<file path="src/rtl/trap_ctrl.sv">
// Machine-mode trap controller: ecall/interrupt arbitration, mcause capture, entry/return strobes.
// Define TRAP_CTRL_EDGE_IRQ_EN for sticky rising-edge interrupt capture; default is level-sensitive.
module trap_ctrl #(
  parameter  int NUM_SRC       = 4,
  parameter  int IRQ_CODE_BASE = 16,
  parameter  int ECALL_CODE    = 11,
  localparam int SRC_W         = (NUM_SRC > 1) ? $clog2(NUM_SRC) : 1
) (
  input  logic               clk,
  input  logic               Rst_n,
  input  logic [NUM_SRC-1:0] irq,
  input  logic [NUM_SRC-1:0] irq_mask,
  input  logic               mie_global,
  input  logic               ecall,
  input  logic               trap_ret,
  input  logic               mem_hold,
  output logic               trapping,
  output logic               trigger_trap,
  output logic               trigger_trap_ret,
  output logic [31:0]        mcause,
  output logic [NUM_SRC-1:0] pending,
  output logic [SRC_W-1:0]   active_id
);

  typedef enum logic [1:0] {IDLE, ENTER, ACTIVE, EXIT} state_t;

  state_t             state_q, state_d;
  logic [NUM_SRC-1:0] cand;
  logic [SRC_W-1:0]   sel_id;
  logic               req;
  logic               enter;

  // Lowest enabled pending index wins; ecall outranks every interrupt.
  always_comb begin
    // NOTE: every always_comb output gets a default first so no path infers a latch.
    cand   = pending & irq_mask & {NUM_SRC{mie_global}};
    sel_id = '0;
    for (int i = NUM_SRC - 1; i >= 0; i--) begin
      if (cand[i]) sel_id = SRC_W'(i);
    end
    req   = ecall | (|cand);
    enter = (state_q == IDLE) && req && !mem_hold;
  end

  always_comb begin
    state_d = state_q;
    if (!mem_hold) begin
      unique case (state_q)
        IDLE:    if (req) state_d = ENTER;
        ENTER:   state_d = ACTIVE;
        ACTIVE:  if (trap_ret) state_d = EXIT;
        EXIT:    state_d = IDLE;
        default: state_d = IDLE;
      endcase
    end
  end

  // Strobes decode straight from state, so a frozen FSM holds them at their level.
  assign trigger_trap     = (state_q == ENTER);
  assign trigger_trap_ret = (state_q == EXIT);
  assign trapping         = (state_q == ENTER) || (state_q == ACTIVE);

  // NOTE: sequential state uses non-blocking assignments and an async active-low reset
  // so that reset clears the controller even mid-trap without waiting for a clock.
  always_ff @(posedge clk or negedge Rst_n) begin
    if (!Rst_n) begin
      state_q   <= IDLE;
      mcause    <= '0;
      active_id <= '0;
    end else begin
      state_q <= state_d;
      if (enter) begin
        if (ecall) begin
          mcause <= {1'b0, 31'(ECALL_CODE)};
        end else begin
          mcause    <= {1'b1, 31'(IRQ_CODE_BASE) + 31'(sel_id)};
          active_id <= sel_id;
        end
      end
    end
  end

`ifdef TRAP_CTRL_EDGE_IRQ_EN
  logic [NUM_SRC-1:0] irq_q;
  logic [NUM_SRC-1:0] take_clr;

  // Only the interrupt actually taken at entry is cleared; a fresh edge in that cycle re-sets it.
  always_comb begin
    take_clr = '0;
    for (int i = 0; i < NUM_SRC; i++) begin
      take_clr[i] = enter && !ecall && (sel_id == SRC_W'(i));
    end
  end

  always_ff @(posedge clk or negedge Rst_n) begin
    if (!Rst_n) begin
      irq_q   <= '0;
      pending <= '0;
    end else begin
      irq_q   <= irq;
      pending <= (pending & ~take_clr) | (irq & ~irq_q);
    end
  end
`else
  always_ff @(posedge clk or negedge Rst_n) begin
    if (!Rst_n) pending <= '0;
    else        pending <= irq;
  end
`endif

endmodule
</file>
<file path="config.mk">
export PLATFORM = sky130hd
export DESIGN_NAME = trap_ctrl
export DESIGN_NICKNAME = d
export VERILOG_FILES = /design/src/rtl/trap_ctrl.sv
export SDC_FILE = /design/constraint.sdc
export NUM_CORES = 1
export LEC_CHECK = 0
export BUFFER_PORTS_ARGS = -buffer_cell sky130_fd_sc_hd__buf_2
export CAP_MARGIN = 20
export CELL_PAD_IN_SITES_DETAIL_PLACEMENT = 1
export CELL_PAD_IN_SITES_GLOBAL_PLACEMENT = 1
export CORE_AREA = 4 4 57 59
export CTS_CLUSTER_DIAMETER = 100
export DETAILED_ROUTE_END_ITERATION = 12
export DIE_AREA = 0 0 61 63
export GPL_TIMING_DRIVEN = 0
export PLACE_DENSITY = 0.81
export SYNTH_ARGS = -nofsm -noshare
export SYNTH_HDL_FRONTEND = slang
export SYNTH_SLANG_ARGS = --single-unit
</file>
<file path="constraint.sdc">
create_clock -name clk -period 2.52 [get_ports clk]
set_input_delay 0.126 -clock clk [delete_from_list [all_inputs] [get_ports clk]]
set_output_delay 0.126 -clock clk [all_outputs]
set_load 0.01 [all_outputs]
</file>
==> results.txt <==
----------------------------------------------------
[Status]
  Run status ... finished clean

[Route]
  Aggregate routed wire length ... 1900 um
  Detailed-routing iteration count for the pre-antenna-repair pass ... 3
  Number of design rule violations left after detail routing ... 0
  Wire length per cell after detailed routing ... 10.8 um
  Routed Antenna Nets ... 0
  Number of DRC violations after detailed-routing iteration 0 ... 3
  Via count ... 675
  Avg Vias per Cell ... 3.86

[GRT]
  Overflow left after global routing ... 0
  Pin count of the biggest net entering global routing ... 13
  Antenna violations before repair ... 0
  Overall Global Routing Usage ... 10.3%
  Vias in the first global route ... 656
  First-pass GRT wire length ... 3000 um

[CTS]
  Number of buffers on the longest clock path ... 2
  Clock network latency to the later pin of the worst-skew pair ... 0.27 ns
  Post-CTS Setup Bufs ... 0
  Maximum level of the CTS H-tree ... 1
  Number of sinks handled by clock tree synthesis ... 12
  Cell at the root of the clock tree ... clkbuf_4
  TritonCTS Buffers ... 3
  Clock tree from TritonCTS ... yes
  Clock-pin slew of the registers on the worst-case setup and hold paths ... 0.08 ns

[Setup path]
  Kind of capture point of the worst setup path ... flop
  Cells along the critical path ... inv_1, ha_1, nor2b_1, and3b_1, o21ai_0, mux2_2
  Reg-to-Reg End ... active_id[0]
  Biggest fanout along the worst timing path ... 4
  Number of cells traversed by the worst register-to-register path ... 6
  Required time of the critical path ... 2.67 ns
  Data arrival at the endpoint of the critical path ... 1.95 ns
  Slowest cell on crit path ... dfrtp_1
  Crit Path Class ... reg2reg
  Reg2Reg Setup Slack ... 0.72 ns
  Slowest stage delay, CP ... 0.42 ns
  Worst setup SP type ... flop
  RR Startpoint ... state_q[0]
  Buf/Inv on CP ... 1
  Kind of cell adding the most delay to the critical path ... simple AND/OR/NAND/NOR gates

[Synth]
  Number of flip-flops and latches in the synthesized netlist ... 12
  Gate Count Post-Synth ... 82
  Number of distinct library cells after synthesis ... 26
  Sequential fraction of the synthesis area ... 37.9%
  Ys Warns ... 0
  Share of synthesized flip-flops with an asynchronous set or reset ... 100%
  Syn Std Cell Area ... 792 sq um
  Number of enable flip-flop cells after synthesis ... 0
  Avg Inst Size Synth ... 9.66 sq um
  Top_reg_cell synth ... dfrtp_1

[Layout]
  Final design utilization ... 42.4%
  Sequential Area ... 300 sq um
  Count of placed standard cells in the final layout, fillers left out ... 175
  Area Growth Syn to Fin ... 45.2%
  Fraction of layout instances using a drive strength above 1 ... 42.4%
  Final-stage net count ... 163
  Antenna Cells ... 0
  Footprint of the multi-input gates ... 360 sq um
  Fillcell total ... 322

[STA]
  Setup repair after global routing missed its margin ... no
  Final setup vio count ... 0
  Number of pins exceeding their max-slew limit in the final report ... 0
  Peak clock frequency supported by timing ... 0.555 GHz
  Count of final hold-check violations ... 0
  Total negative setup slack ... 0 ns
  Fraction of the cycle the final worst path needs ... 71.4%
  Clock period minus final worst setup slack ... 1.80 ns
  Clock skew ... 0.00767 ns

[Power and ir drop]
  Pint ... 0.539 mW
  Sequential share of power ... 35.5%
  Combinational share of power ... 47.0%
  Max VDD drop ... 435 uV
  Power dissipated by switching net loads ... 0.313 mW
  Pwr per Cell Area ... 741 mW/mm^2
  Leakage ... 0.663 nW
  Proportion of power drawn by the clock network ... 17.5%
  Switching Fraction ... 36.8%

[Floorplan]
  I/O pin count ... 55
  Number of placement rows ... 19
  Area of the core region ... 0.00271 sq mm
  Chip Width ... 61 um
  Height of the die ... 63 um
  Initial core utilization ... 29.2%
  DIE AREA ... 0.00384 sq mm

[Min path]
  Endpoint of the worst hold-timing path ... mcause[4]
  Number of cells traversed by the worst hold path ... 2
  HP Class ... in2reg
  Beginning of the worst hold path ... ecall

[Placement]
  Weighted congestion reported at the end of routability-driven placement ... 0.706
  Post-placement cell count ... 166
  DP HPWL ... 1640 um
  Buffers on Ports ... 27

[Flow run]
  Number of maximum-capacitance constraint violations ... 0

----------------------------------------------------
state kept, by name (all words and copies together) (netlist names):
name       flops
mcause         4
pending        4
active_id      2
state_q        2
cells in the mapped netlist, types with 2 or more instances:
cell type / count / area (sq um)
dfrtp_1: 12 / 300
nor3_1: 2 / 10.0
inv_1: 5 / 18.8
a22o_1: 2 / 17.5
a21oi_1: 2 / 10.0
buf_4: 28 / 210
o21ai_0: 2 / 10.0
a31oi_1: 2 / 12.5
and2_1: 2 / 12.5
nand2_1: 4 / 15.0
ha_1: 4 / 50.1
nor2_1: 3 / 11.3
stage by stage:
stage	hold slack (ns)	setup WS (ns)	total power, mW	cell area (sq um)
3_5_place_dp	0.0240	0.724	0.707	1060
4_1_cts	0.0818	0.692	0.872	1150
5_1_grt	0.0925	0.538	0.935	1150
3_3_place_gp	0.0119	0.765	0.686	1060
6_report	0.0940	0.719	0.852	1150
2_1_floorplan	-0.170	0.956	0.564	890
cell families (layout without fill, tap and decap cells):
family          count (synthesis)  count (layout)  share of synthesized area (%)
compound gates                 15              15                           13.9
fa+ha+maj                       4               4                           6.32
buf+inv                        33              69                           28.9
flops                          12              12                           37.9
mux                             1               1                           1.42
other cells                     1              27                          0.473
simple gates                   16              16                           11.1
cells in the final DEF (no fill, tap or decap):
| cell | count |
|---|---|
| a31o_1 | 1 |
| and2b_2 | 1 |
| nor2_1 | 3 |
| or2b_1 | 1 |
| o32ai_1 | 1 |
| a2bb2oi_1 | 1 |
| mux2_2 | 1 |
| clkbuf_4 | 3 |
| nand2_1 | 4 |
| inv_1 | 5 |
| and3b_1 | 1 |
| and2_1 | 2 |
| a32oi_1 | 1 |
| o21bai_1 | 1 |
| dlygate4sd3_1 | 5 |
| a31oi_1 | 2 |
| or4_1 | 1 |
| nor3_1 | 2 |
| conb_1 | 27 |
| a21oi_1 | 2 |
| buf_2 | 27 |
| ha_1 | 4 |
| o32a_1 | 1 |
| clkbuf_8 | 1 |
| nor2b_1 | 1 |
| a22o_1 | 2 |
| buf_4 | 28 |
| dfrtp_1 | 12 |
| o21ai_0 | 2 |
| a211oi_1 | 1 |
worst max-delay path by stage:
stage                from      endpoint  cells after the start
5_1_grt        state_q[0]  active_id[0]                      6
2_1_floorplan  state_q[0]  active_id[0]                      6
3_5_place_dp   state_q[0]  active_id[0]                      6
4_1_cts        state_q[0]  active_id[0]                      6
6_report       state_q[0]  active_id[0]                      6
3_3_place_gp   state_q[0]  active_id[0]                      6
power by group through the flow:
stage	logic, mW	registers [mW]	clock network (mW)
2_1_floorplan	0.243	0.321	0
3_3_place_gp	0.383	0.303	0
3_5_place_dp	0.398	0.309	0
4_1_cts	0.408	0.305	0.159
5_1_grt	0.455	0.312	0.167
6_report	0.401	0.302	0.149
routing by layer:
layer  part of all wire, %  global-route usage, %  routed length, um  vias up
met5                     0                      0                  0        -
met4                     0                   4.07                  0        0
met3                    14                   2.89                270        0
met2                    50                   17.6                954       39
met1                    36                   11.5                674      291
li1                      -                      -                  -      345
timing repair:
action	CTS	global route
hold buffers	5	0
resized for setup	0	0
hold endpoints to repair	16	0
cell type report:
| cell class | instances | area share, % |
|---|---|---|
| Sequential cell | 12 | 26.1 |
| Inverter | 5 | 1.63 |
| Multi-Input combinational cell | 63 | 31.3 |
| Buffer | 28 | 18.3 |
| Timing Repair Buffer | 32 | 16.1 |
| Clock buffer | 4 | 3.16 |
| Tap cell | 31 | 3.37 |
No activity file was read; power rests on OpenSTA's default activity.
